`config.mk`:
```
export PLATFORM = sky130hd
export DESIGN_NAME = seq_mult_unit
export DESIGN_NICKNAME = d
export VERILOG_FILES = /design/src/rtl/seq_mult_unit.sv
export SDC_FILE = /design/constraint.sdc
export NUM_CORES = 1
export LEC_CHECK = 0
export ABC_AREA = 1
export CAP_MARGIN = 40
export CORE_ASPECT_RATIO = 1.2
export CORE_MARGIN = 2
export CORE_UTILIZATION = 46
export DETAILED_ROUTE_END_ITERATION = 8
export PLACE_DENSITY = 0.74
export SLEW_MARGIN = 15
export SYNTH_ARGS = -nofsm -noshare
export SYNTH_HDL_FRONTEND = slang
export SYNTH_SLANG_ARGS = --single-unit
```
`constraint.sdc`:
```
create_clock -name clk -period 2.45 [get_ports clk]
set_input_delay 0.3675 -clock clk [delete_from_list [all_inputs] [get_ports clk]]
set_output_delay 0.3675 -clock clk [all_outputs]
set_load 0.005 [all_outputs]
```
`src/rtl/seq_mult_unit.sv`:
```
// seq_mult_unit: iterative shift-add multiplier, signed or unsigned, one
// partial product per clock, with a start/done handshake.
//
// Optional feature macro: MULT_ACCUM_EN (product accumulator).
//
// Ports:
//   clk        rising-edge clock
//   reset      async reset, active-low
//   start      launches an operation when sampled high in IDLE or DONE
//   is_signed  1 = two's-complement operands (latched with start)
//   op_a       multiplicand (latched with start)
//   op_b       multiplier (latched with start)
//   acc_en     add product into accumulator on completion (MULT_ACCUM_EN)
//   acc_clr    synchronous accumulator clear (MULT_ACCUM_EN)
//   busy       high while the multiply is running
//   done       high once a result is ready; held until next start
//   prod       2*WIDTH-bit product, valid while done=1
//   acc_out    accumulator value (0 when MULT_ACCUM_EN is undefined)
module seq_mult_unit #(
    parameter int unsigned WIDTH     = 8,
    parameter int unsigned ACC_GUARD = 4
) (
    input  logic                            clk,
    input  logic                            reset,
    input  logic                            start,
    input  logic                            is_signed,
    input  logic [WIDTH-1:0]                op_a,
    input  logic [WIDTH-1:0]                op_b,
    input  logic                            acc_en,
    input  logic                            acc_clr,
    output logic                            busy,
    output logic                            done,
    output logic [2*WIDTH-1:0]              prod,
    output logic [2*WIDTH+ACC_GUARD-1:0]    acc_out
);

    localparam int unsigned CW = (WIDTH > 2) ? $clog2(WIDTH) : 1;
    localparam int unsigned PW = 2 * WIDTH;
    localparam int unsigned AW = PW + ACC_GUARD;

    typedef enum logic [1:0] {
        IDLE = 2'd0,
        RUN  = 2'd1,
        DONE = 2'd2
    } state_t;

    state_t             state_q, state_d;
    logic [CW-1:0]      cnt_q, cnt_d;
    logic [WIDTH:0]     hi_q, hi_d;
    logic [WIDTH-1:0]   lo_q, lo_d;
    logic [WIDTH:0]     mcand_q, mcand_d;
    logic               sgn_q, sgn_d;
    logic               busy_q, busy_d;
    logic               done_q, done_d;
    logic [PW-1:0]      prod_q, prod_d;

    logic               last_c;
    logic [WIDTH:0]     add_c;
    logic [WIDTH:0]     hi_nxt_c;
    logic [WIDTH-1:0]   lo_nxt_c;
    logic               finish_c;

    // One shift-add step; the final signed step subtracts because the
    // multiplier MSB carries negative weight.
    always_comb begin
        last_c = (cnt_q == CW'(WIDTH - 1));
        add_c  = hi_q;
        if (lo_q[0]) begin
            if (last_c && sgn_q) begin
                add_c = hi_q - mcand_q;
            end else begin
                add_c = hi_q + mcand_q;
            end
        end
        // Unsigned fill is 0 so a carry in add_c[WIDTH] shifts down intact.
        {hi_nxt_c, lo_nxt_c} = {(sgn_q & add_c[WIDTH]), add_c, lo_q[WIDTH-1:1]};
    end

    // Next-state and datapath control.
    always_comb begin
        state_d  = state_q;
        cnt_d    = cnt_q;
        hi_d     = hi_q;
        lo_d     = lo_q;
        mcand_d  = mcand_q;
        sgn_d    = sgn_q;
        busy_d   = busy_q;
        done_d   = done_q;
        prod_d   = prod_q;
        finish_c = 1'b0;
        case (state_q)
            IDLE, DONE: begin
                if (start) begin
                    state_d = RUN;
                    cnt_d   = '0;
                    hi_d    = '0;
                    lo_d    = op_b;
                    mcand_d = is_signed ? {op_a[WIDTH-1], op_a} : {1'b0, op_a};
                    sgn_d   = is_signed;
                    busy_d  = 1'b1;
                    done_d  = 1'b0;
                end
            end
            RUN: begin
                hi_d  = hi_nxt_c;
                lo_d  = lo_nxt_c;
                cnt_d = cnt_q + CW'(1);
                if (last_c) begin
                    state_d  = DONE;
                    cnt_d    = '0;
                    busy_d   = 1'b0;
                    done_d   = 1'b1;
                    prod_d   = {hi_nxt_c[WIDTH-1:0], lo_nxt_c};
                    finish_c = 1'b1;
                end
            end
            default: begin
                state_d = IDLE;
                busy_d  = 1'b0;
                done_d  = 1'b0;
            end
        endcase
    end

    // State and datapath registers.
    always_ff @(posedge clk or negedge reset) begin
        if (!reset) begin
            state_q <= IDLE;
            cnt_q   <= '0;
            hi_q    <= '0;
            lo_q    <= '0;
            mcand_q <= '0;
            sgn_q   <= 1'b0;
            busy_q  <= 1'b0;
            done_q  <= 1'b0;
            prod_q  <= '0;
        end else begin
            state_q <= state_d;
            cnt_q   <= cnt_d;
            hi_q    <= hi_d;
            lo_q    <= lo_d;
            mcand_q <= mcand_d;
            sgn_q   <= sgn_d;
            busy_q  <= busy_d;
            done_q  <= done_d;
            prod_q  <= prod_d;
        end
    end

    assign busy = busy_q;
    assign done = done_q;
    assign prod = prod_q;

`ifdef MULT_ACCUM_EN
    logic [AW-1:0] acc_q, acc_d;

    // Clear wins over an accumulate landing on the same edge.
    always_comb begin
        acc_d = acc_q;
        if (acc_clr) begin
            acc_d = '0;
        end else if (finish_c && acc_en) begin
            if (sgn_q) begin
                acc_d = acc_q + AW'($signed(prod_d));
            end else begin
                acc_d = acc_q + AW'(prod_d);
            end
        end
    end

    always_ff @(posedge clk or negedge reset) begin
        if (!reset) begin
            acc_q <= '0;
        end else begin
            acc_q <= acc_d;
        end
    end

    assign acc_out = acc_q;
`else
    wire unused_acc = &{1'b0, acc_en, acc_clr, finish_c};

    assign acc_out = AW'(0);
`endif

endmodule

```
==> results of run 1 <==
-- cell usage in the layout (no fill, tap or decap), types with 2 or more instances in the layout --
master           netlist  layout
a22o_1                 2       2
a221oi_1               3       3
clkdlybuf4s50_1        0      36
a21oi_2                0       5
a21o_1                 2       2
xor2_1                 6       6
o211ai_1               2       2
ha_1                  11       6
nand3_1                9       6
nor3_2                 1       2
o22ai_1                6       6
nand4_1                2       2
o21ai_0               23      21
buf_4                 20      16
conb_1                 1      20
inv_1                 36      35
clkbuf_8               0       5
o21ai_2                1       3
nor2_1                11      11
inv_2                  3       4
nand2_2                4       9
nand2_1               95      88
nand2_4                0       2
dfrtp_1               49      49
o21ai_1               13      12
xnor2_1                5       5
nand3_2                0       3
ha_4                   0       4
-- worst paths after layout --
check                                        from                    to  slack (ps)  cells after the start
max                        mcand_q[1]$_DFFE_PN0P_   hi_q[8]$_DFFE_PN0P_         -40                     19
min                              busy$_DFFE_PN0P_      busy$_DFFE_PN0P_         480                      2
max reg2reg                mcand_q[1]$_DFFE_PN0P_   hi_q[8]$_DFFE_PN0P_         -40                     19
min reg2reg                      busy$_DFFE_PN0P_      busy$_DFFE_PN0P_         480                      2
max in group asynchronous                   reset  prod[14]$_DFFE_PN0P_        1360                      3
min in group asynchronous                   reset      busy$_DFFE_PN0P_         500                      2
-- critical path, stage by stage (launching register included) --
cell and delay [ps]:
dfrtp_1 400, nor3_2 170, inv_1 80, nor3_2 180
nand2_1 100, o21ai_2 150, xor2_1 180, inv_1 100
ha_4 290, nand2_2 50, nor2_1 90, nand2_1 80
nand2_2 80, inv_2 40, nand2_2 60, nand3_2 60
nand2_2 110, nand2_4 70, nand3_2 60, nand2_1 50
-- metal layers --
metal / up-vias / GRT usage
met5: - / 0
li1: 1108 / -
met2: 58 / 0.325
met3: 14 / 0.0242
met1: 1038 / 0.234
met4: 0 / 0.0810
-- what timing repair did --
item,CTS,global route
gates resized for setup,6,25
setup endpoints to repair,11,13
pin swaps,2,14
hold buffers,1,0
setup buffers,1,4
hold endpoints to repair,15,0
-- kinds of logic (layout without fill, tap and decap cells) --
group | Yosys count | after routing | synth area share
AO/OA/AOI/OAI | 60 | 60 | 0.127
other | 1 | 20 | 0.00139
buffers and inverters | 67 | 101 | 0.128
adder cells (fa/ha/maj) | 12 | 12 | 0.0583
AND/OR/NAND/NOR | 126 | 126 | 0.197
XOR/XNOR | 11 | 11 | 0.0356
flip-flops | 49 | 49 | 0.453
-- metrics by stage --
stage,hold WS (ps),setup TNS [ps],utilization
2_1_floorplan,71.9,0,-
3_3_place_gp,298,-223,0.552
3_5_place_dp,301,-614,0.552
4_1_cts,481,0,0.581
5_1_grt,522,-2400,0.606
6_report,476,-130,0.606
-- final cells by class --
class                           instances  area share
Multi-Input combinational cell        229       0.393
Sequential cell                        49       0.357
Timing Repair Buffer                   54       0.144
Inverter                               39      0.0426
Tap cell                               80      0.0292
Clock buffer                            5      0.0200
Clock inverter                          3      0.0135
-- state kept, by name, summed over array words and instances, names as in the netlist, 3 cells and up --
name     cells
cnt_q        3
hi_q         9
lo_q         8
mcand_q      9
prod        16
-- power breakdown --
| group | switching (uW) | internal [uW] | leakage, uW |
|---|---|---|---|
| Clock | 277 | 306 | 0.0000543 |
| Combinational | 1940 | 1680 | 0.00106 |
| Sequential | 313 | 1200 | 0.000611 |
| Total | 2530 | 3190 | 0.00173 |
==> impl_metrics.env, run 1 <==
export IMPL_vias=2218
export IMPL_syn_cell_area_mm2=0.00271
export IMPL_multiInputGateArea_mm2=0.00135
export IMPL_die_w_um=74.0
export IMPL_ys_seq_elements=49
export IMPL_power_density_mw_per_mm2=1670
export IMPL_root_buffer="clkbuf_8"
export IMPL_gp_congestion=0.789
export IMPL_drv_cap=0
export IMPL_totalPowerFinal_uw=5720
export IMPL_area_growth_pct=26.9
export IMPL_path_clk_slew_ps=90
export IMPL_grt_pass1_wl_mm=9.45
export IMPL_antenna_found_initial=0
export IMPL_setup_viol=5
export IMPL_yosysTopAreaCellShare=0.453
export IMPL_slew_headroom=0.659
export IMPL_tightest_slew_ps=511
export IMPL_cts_tree="done"
export IMPL_wl_per_cell_um=12.5
export IMPL_route_top_layer_used="met4"
export IMPL_synth_distinct_cells=33
export IMPL_clkLatencyLatePin_ps=310
export IMPL_clk_path_buf_depth=2
export IMPL_postSynth_asyncResetShare=1.00
export IMPL_grt_max_degree=29
export IMPL_num_fill_cells=500
export IMPL_period_minus_slack_ps=2490
export IMPL_crit_path_max_fanout=4
export IMPL_wl_mm=5.73
export IMPL_first_iter_violations=99
export IMPL_ys_top_cells_by_area="dfrtp_1, nand2_1, buf_4"
export IMPL_leakage_uw=0.00173
export IMPL_syn_area_per_cell_um2=8.30
export IMPL_placed_area_mm2=0.00313
export IMPL_fmax_ghz=0.402
export IMPL_rsz0062_at_grt="yes"
export IMPL_hold_viol_final=0
export IMPL_cp_end_kind="register"
export IMPL_crit_path_start_kind="register"
export IMPL_htree_levels=2
export IMPL_wl_met3_um=215
export IMPL_worst_slack_ps=-36.1
export IMPL_yosysMostFrequentCell="nand2_1"
export IMPL_cp_arrival_ps=2690
export IMPL_synth_edf_count=0
export IMPL_ys_flop_type="dfrtp_1"
export IMPL_placed_cells=445
export IMPL_io_buffers=37
export IMPL_core_mm2=0.00567
export IMPL_drive_above_1_share=0.166
export IMPL_drt_pass1_iterations=4
export IMPL_clock_sinks=49
export IMPL_routed_via_density=4.83
export IMPL_seqCellArea_mm2=0.00123
export IMPL_cp_data_required_time_ps=2650
export IMPL_ant_nets=0
export IMPL_met1_length_mm=2.49
export IMPL_status="finished, violations left"
export IMPL_pre_cts_ws_ps=-109
export IMPL_syn_instance_count=326
export IMPL_drc=0
export IMPL_finalNetCount=412
export IMPL_ys_top_cells_by_count="nand2_1, dfrtp_1, inv_1"
export IMPL_ios=60
export IMPL_antenna_cells=0
export IMPL_yosys_area_top_type="dfrtp_1"
export IMPL_die_area_mm2=0.00652
export IMPL_die_h_um=88.0
export IMPL_min_period_over_period=1.01
export IMPL_synth_seq_area_share=0.453
export IMPL_dr_wl_met2_mm=2.93
export IMPL_core_rowCount=30
export IMPL_grt_pass1_vias=2104
export IMPL_fin_area_mm2=0.00343
export IMPL_finalClockSkew_ps=10.4
export IMPL_slew_viol_final=0
export IMPL_fin_cells=459
export IMPL_ir_drop_mv=0.712
export IMPL_start_util=0.477
export IMPL_hold_class="register to register"
export IMPL_critPathKind="register to register"
export IMPL_violations="negative setup slack"
export IMPL_yosysWarnings=0
export IMPL_dp_hpwl_mm=3.96
export IMPL_grt_overflow_total=0
export IMPL_track_usage=0.188
export IMPL_cts_buffers=5
Note: power is estimated with default switching activity, not from simulation.
==> inputs of run 2 (changes only) <==
- SKIP_CTS_REPAIR_TIMING: not set -> 1
==> run 2 against run 1 <==
  * The flow still finishes with violations (negative setup slack)
  * Wire length shrank 2.0%
  * Worst setup slack worse by 11 ps
  * Maximum frequency fell by 0.46%
  * Final cell count did not move
  * Largest cell class unchanged
  * Core utilization shrank 0.38 points
  * Critical path depth stayed put
  * Via count shrank 1.8%
==> impl_metrics.env, run 2 (synthesized netlist as in run 1, its figures left out) <==
export IMPL_area_growth_pct=26.1
export IMPL_path_clk_slew_ps=90
export IMPL_core_mm2=0.00567
export IMPL_power_share_sequential=0.268
export IMPL_cp_arrival_ps=2700
export IMPL_power_density_mw_per_mm2=1650
export IMPL_clock_sinks=49
export IMPL_drv_cap=0
export IMPL_multiInputGateArea_mm2=0.00133
export IMPL_holdPathStages=2
export IMPL_slew_viol_final=0
export IMPL_ant_nets=0
export IMPL_intPower_uw=3170
export IMPL_num_fill_cells=510
export IMPL_first_iter_violations=79
export IMPL_track_usage=0.186
export IMPL_rsz0062_at_grt="yes"
export IMPL_r2r_start="cnt_q[0]$_DFFE_PN0P_"
export IMPL_r2r_end="hi_q[8]$_DFFE_PN0P_"
export IMPL_grt_pass1_vias=2090
export IMPL_placed_area_mm2=0.00313
export IMPL_crit_top_cell="nand2_2"
export IMPL_die_w_um=74.0
export IMPL_path_delay_family="simple AND/OR/NAND/NOR gates"
export IMPL_io_buffers=37
export IMPL_final_common_cell="nand2_1"
export IMPL_hold_class="register to register"
export IMPL_grt_max_degree=29
export IMPL_wl_per_cell_um=12.2
export IMPL_route_top_layer_used="met4"
export IMPL_hold_end="busy$_DFFE_PN0P_"
export IMPL_finalClockSkew_ps=10.4
export IMPL_worstPathCellList="ha_1 -> ha_2 -> nand2_4 -> buf_4 -> o21ai_2 -> xor2_1 -> inv_1 -> ha_4 -> nand2_2 -> nor2_1 -> nand2_1 -> nand2_2 -> inv_2 -> nand2_2 -> nand3_2 -> nand2_2 -> nand2_4 -> nand3_2 -> nand2_1"
export IMPL_largest_reg_flops=16
export IMPL_antenna_found_initial=0
export IMPL_crit_path_max_fanout=7
export IMPL_gp_congestion=0.789
export IMPL_clk_path_buf_depth=2
export IMPL_fmax_ghz=0.400
export IMPL_hold_slack_ps=476
export IMPL_violations="negative setup slack"
export IMPL_final_core_util=0.602
export IMPL_wl_met3_um=194
export IMPL_core_rowCount=30
export IMPL_power_switching_uw=2460
export IMPL_drt_pass1_iterations=6
export IMPL_pwr_share_comb=0.629
export IMPL_clkLatencyLatePin_ps=310
export IMPL_root_buffer="clkbuf_8"
export IMPL_hold_path_startpoint="busy$_DFFE_PN0P_"
export IMPL_critPathSlowestCell="dfrtp_1"
export IMPL_reg2reg_depth=19
export IMPL_cts_buffers=5
export IMPL_cpPeakStageDelay_ps=400
export IMPL_grt_pass1_wl_mm=9.36
export IMPL_dp_hpwl_mm=3.96
export IMPL_finalNetCount=412
export IMPL_totalPowerFinal_uw=5640
export IMPL_start_util=0.477
export IMPL_min_period_over_period=1.02
export IMPL_seqCellArea_mm2=0.00123
export IMPL_hold_viol_final=0
export IMPL_cp_num_buf_inv=3
export IMPL_ir_drop_mv=0.658
export IMPL_antenna_cells=0
export IMPL_final_cell_mix="nand2_1, dfrtp_1, clkdlybuf4s50_1, inv_1, o21ai_0"
export IMPL_drive_above_1_share=0.156
export IMPL_grt_overflow_total=0
export IMPL_cts_tree="done"
export IMPL_cp_end_kind="register"
export IMPL_vias=2178
export IMPL_met1_length_mm=2.50
export IMPL_fin_cells=459
export IMPL_r2r_setup_slack_ps=-50
export IMPL_fin_area_mm2=0.00341
export IMPL_dr_wl_met2_mm=2.89
export IMPL_drc=0
export IMPL_period_minus_slack_ps=2500
export IMPL_setup_viol=5
export IMPL_die_h_um=88.0
export IMPL_placed_cells=445
export IMPL_crit_path_start_kind="register"
export IMPL_routed_via_density=4.75
export IMPL_swShare=0.437
export IMPL_htree_levels=2
export IMPL_critPathKind="register to register"
export IMPL_cp_data_required_time_ps=2650
export IMPL_die_area_mm2=0.00652
export IMPL_clkPwrFrac=0.103
export IMPL_worst_slack_ps=-47.5
export IMPL_ios=60
export IMPL_status="finished, violations left"
export IMPL_wl_mm=5.62
export IMPL_leakage_uw=0.00172
run 2: changes by cell type in the layout (fill, tap and decap cells not counted):
cell     before  now
a21oi_1       1    3
nand2_1      88   89
nand2_2       9    8
o21ai_4       1    0
o21ai_0      21   22
a21oi_2       5    3
run 2: how the worst max path moves through the flow:
| stage | start | end | slack [ps] | cells past startpoint |
|---|---|---|---|---|
| after floorplan | cnt_q[0]$_DFFE_PN0P_ | hi_q[8]$_DFFE_PN0P_ | 70 | 18 |
| after detailed placement | cnt_q[0]$_DFFE_PN0P_ | hi_q[8]$_DFFE_PN0P_ | -110 | 18 |
| after global placement | cnt_q[0]$_DFFE_PN0P_ | hi_q[8]$_DFFE_PN0P_ | -50 | 18 |
| final | cnt_q[0]$_DFFE_PN0P_ | hi_q[8]$_DFFE_PN0P_ | -50 | 19 |
| after CTS | cnt_q[0]$_DFFE_PN0P_ | hi_q[8]$_DFFE_PN0P_ | -130 | 18 |
| after global routing | mcand_q[1]$_DFFE_PN0P_ | hi_q[8]$_DFFE_PN0P_ | -390 | 19 |
run 2: layer usage:
metal,vias up,global-route usage
li1,1108,-
met1,1024,0.232
met2,43,0.325
met3,3,0.0219
met4,0,0.0744
met5,-,0
run 2: power by group through the flow:
stage | Clock [uW] | Combinational, uW | Sequential [uW]
detailed placement | 0 | 3030 | 1500
global route | 632 | 4020 | 1570
finish | 581 | 3540 | 1510
floorplan | 0 | 2130 | 1440
global placement | 0 | 2920 | 1480
CTS | 600 | 3030 | 1490
run 2: tightest hold or removal path, cell delays in order (launching register included):
cell and delay [ps]:
dfrtp_1 350, nand2_1 50, nand2_1 50
run 2: cell type report:
cell class                 instances  area share
multi-input combinational        229       0.389
sequential                        49       0.359
timing repair buffer              54       0.145
inverter                          39      0.0429
tap                               80      0.0293
clock buffer                       5      0.0202
clock inverter                     3      0.0136
run 2: stage by stage:
step	TNS, ps	setup slack (ps)
finish	-189	-47.5
floorplan	0	72.1
global placement	-223	-47.2
global route	-2990	-393
CTS	-853	-133
detailed placement	-614	-109
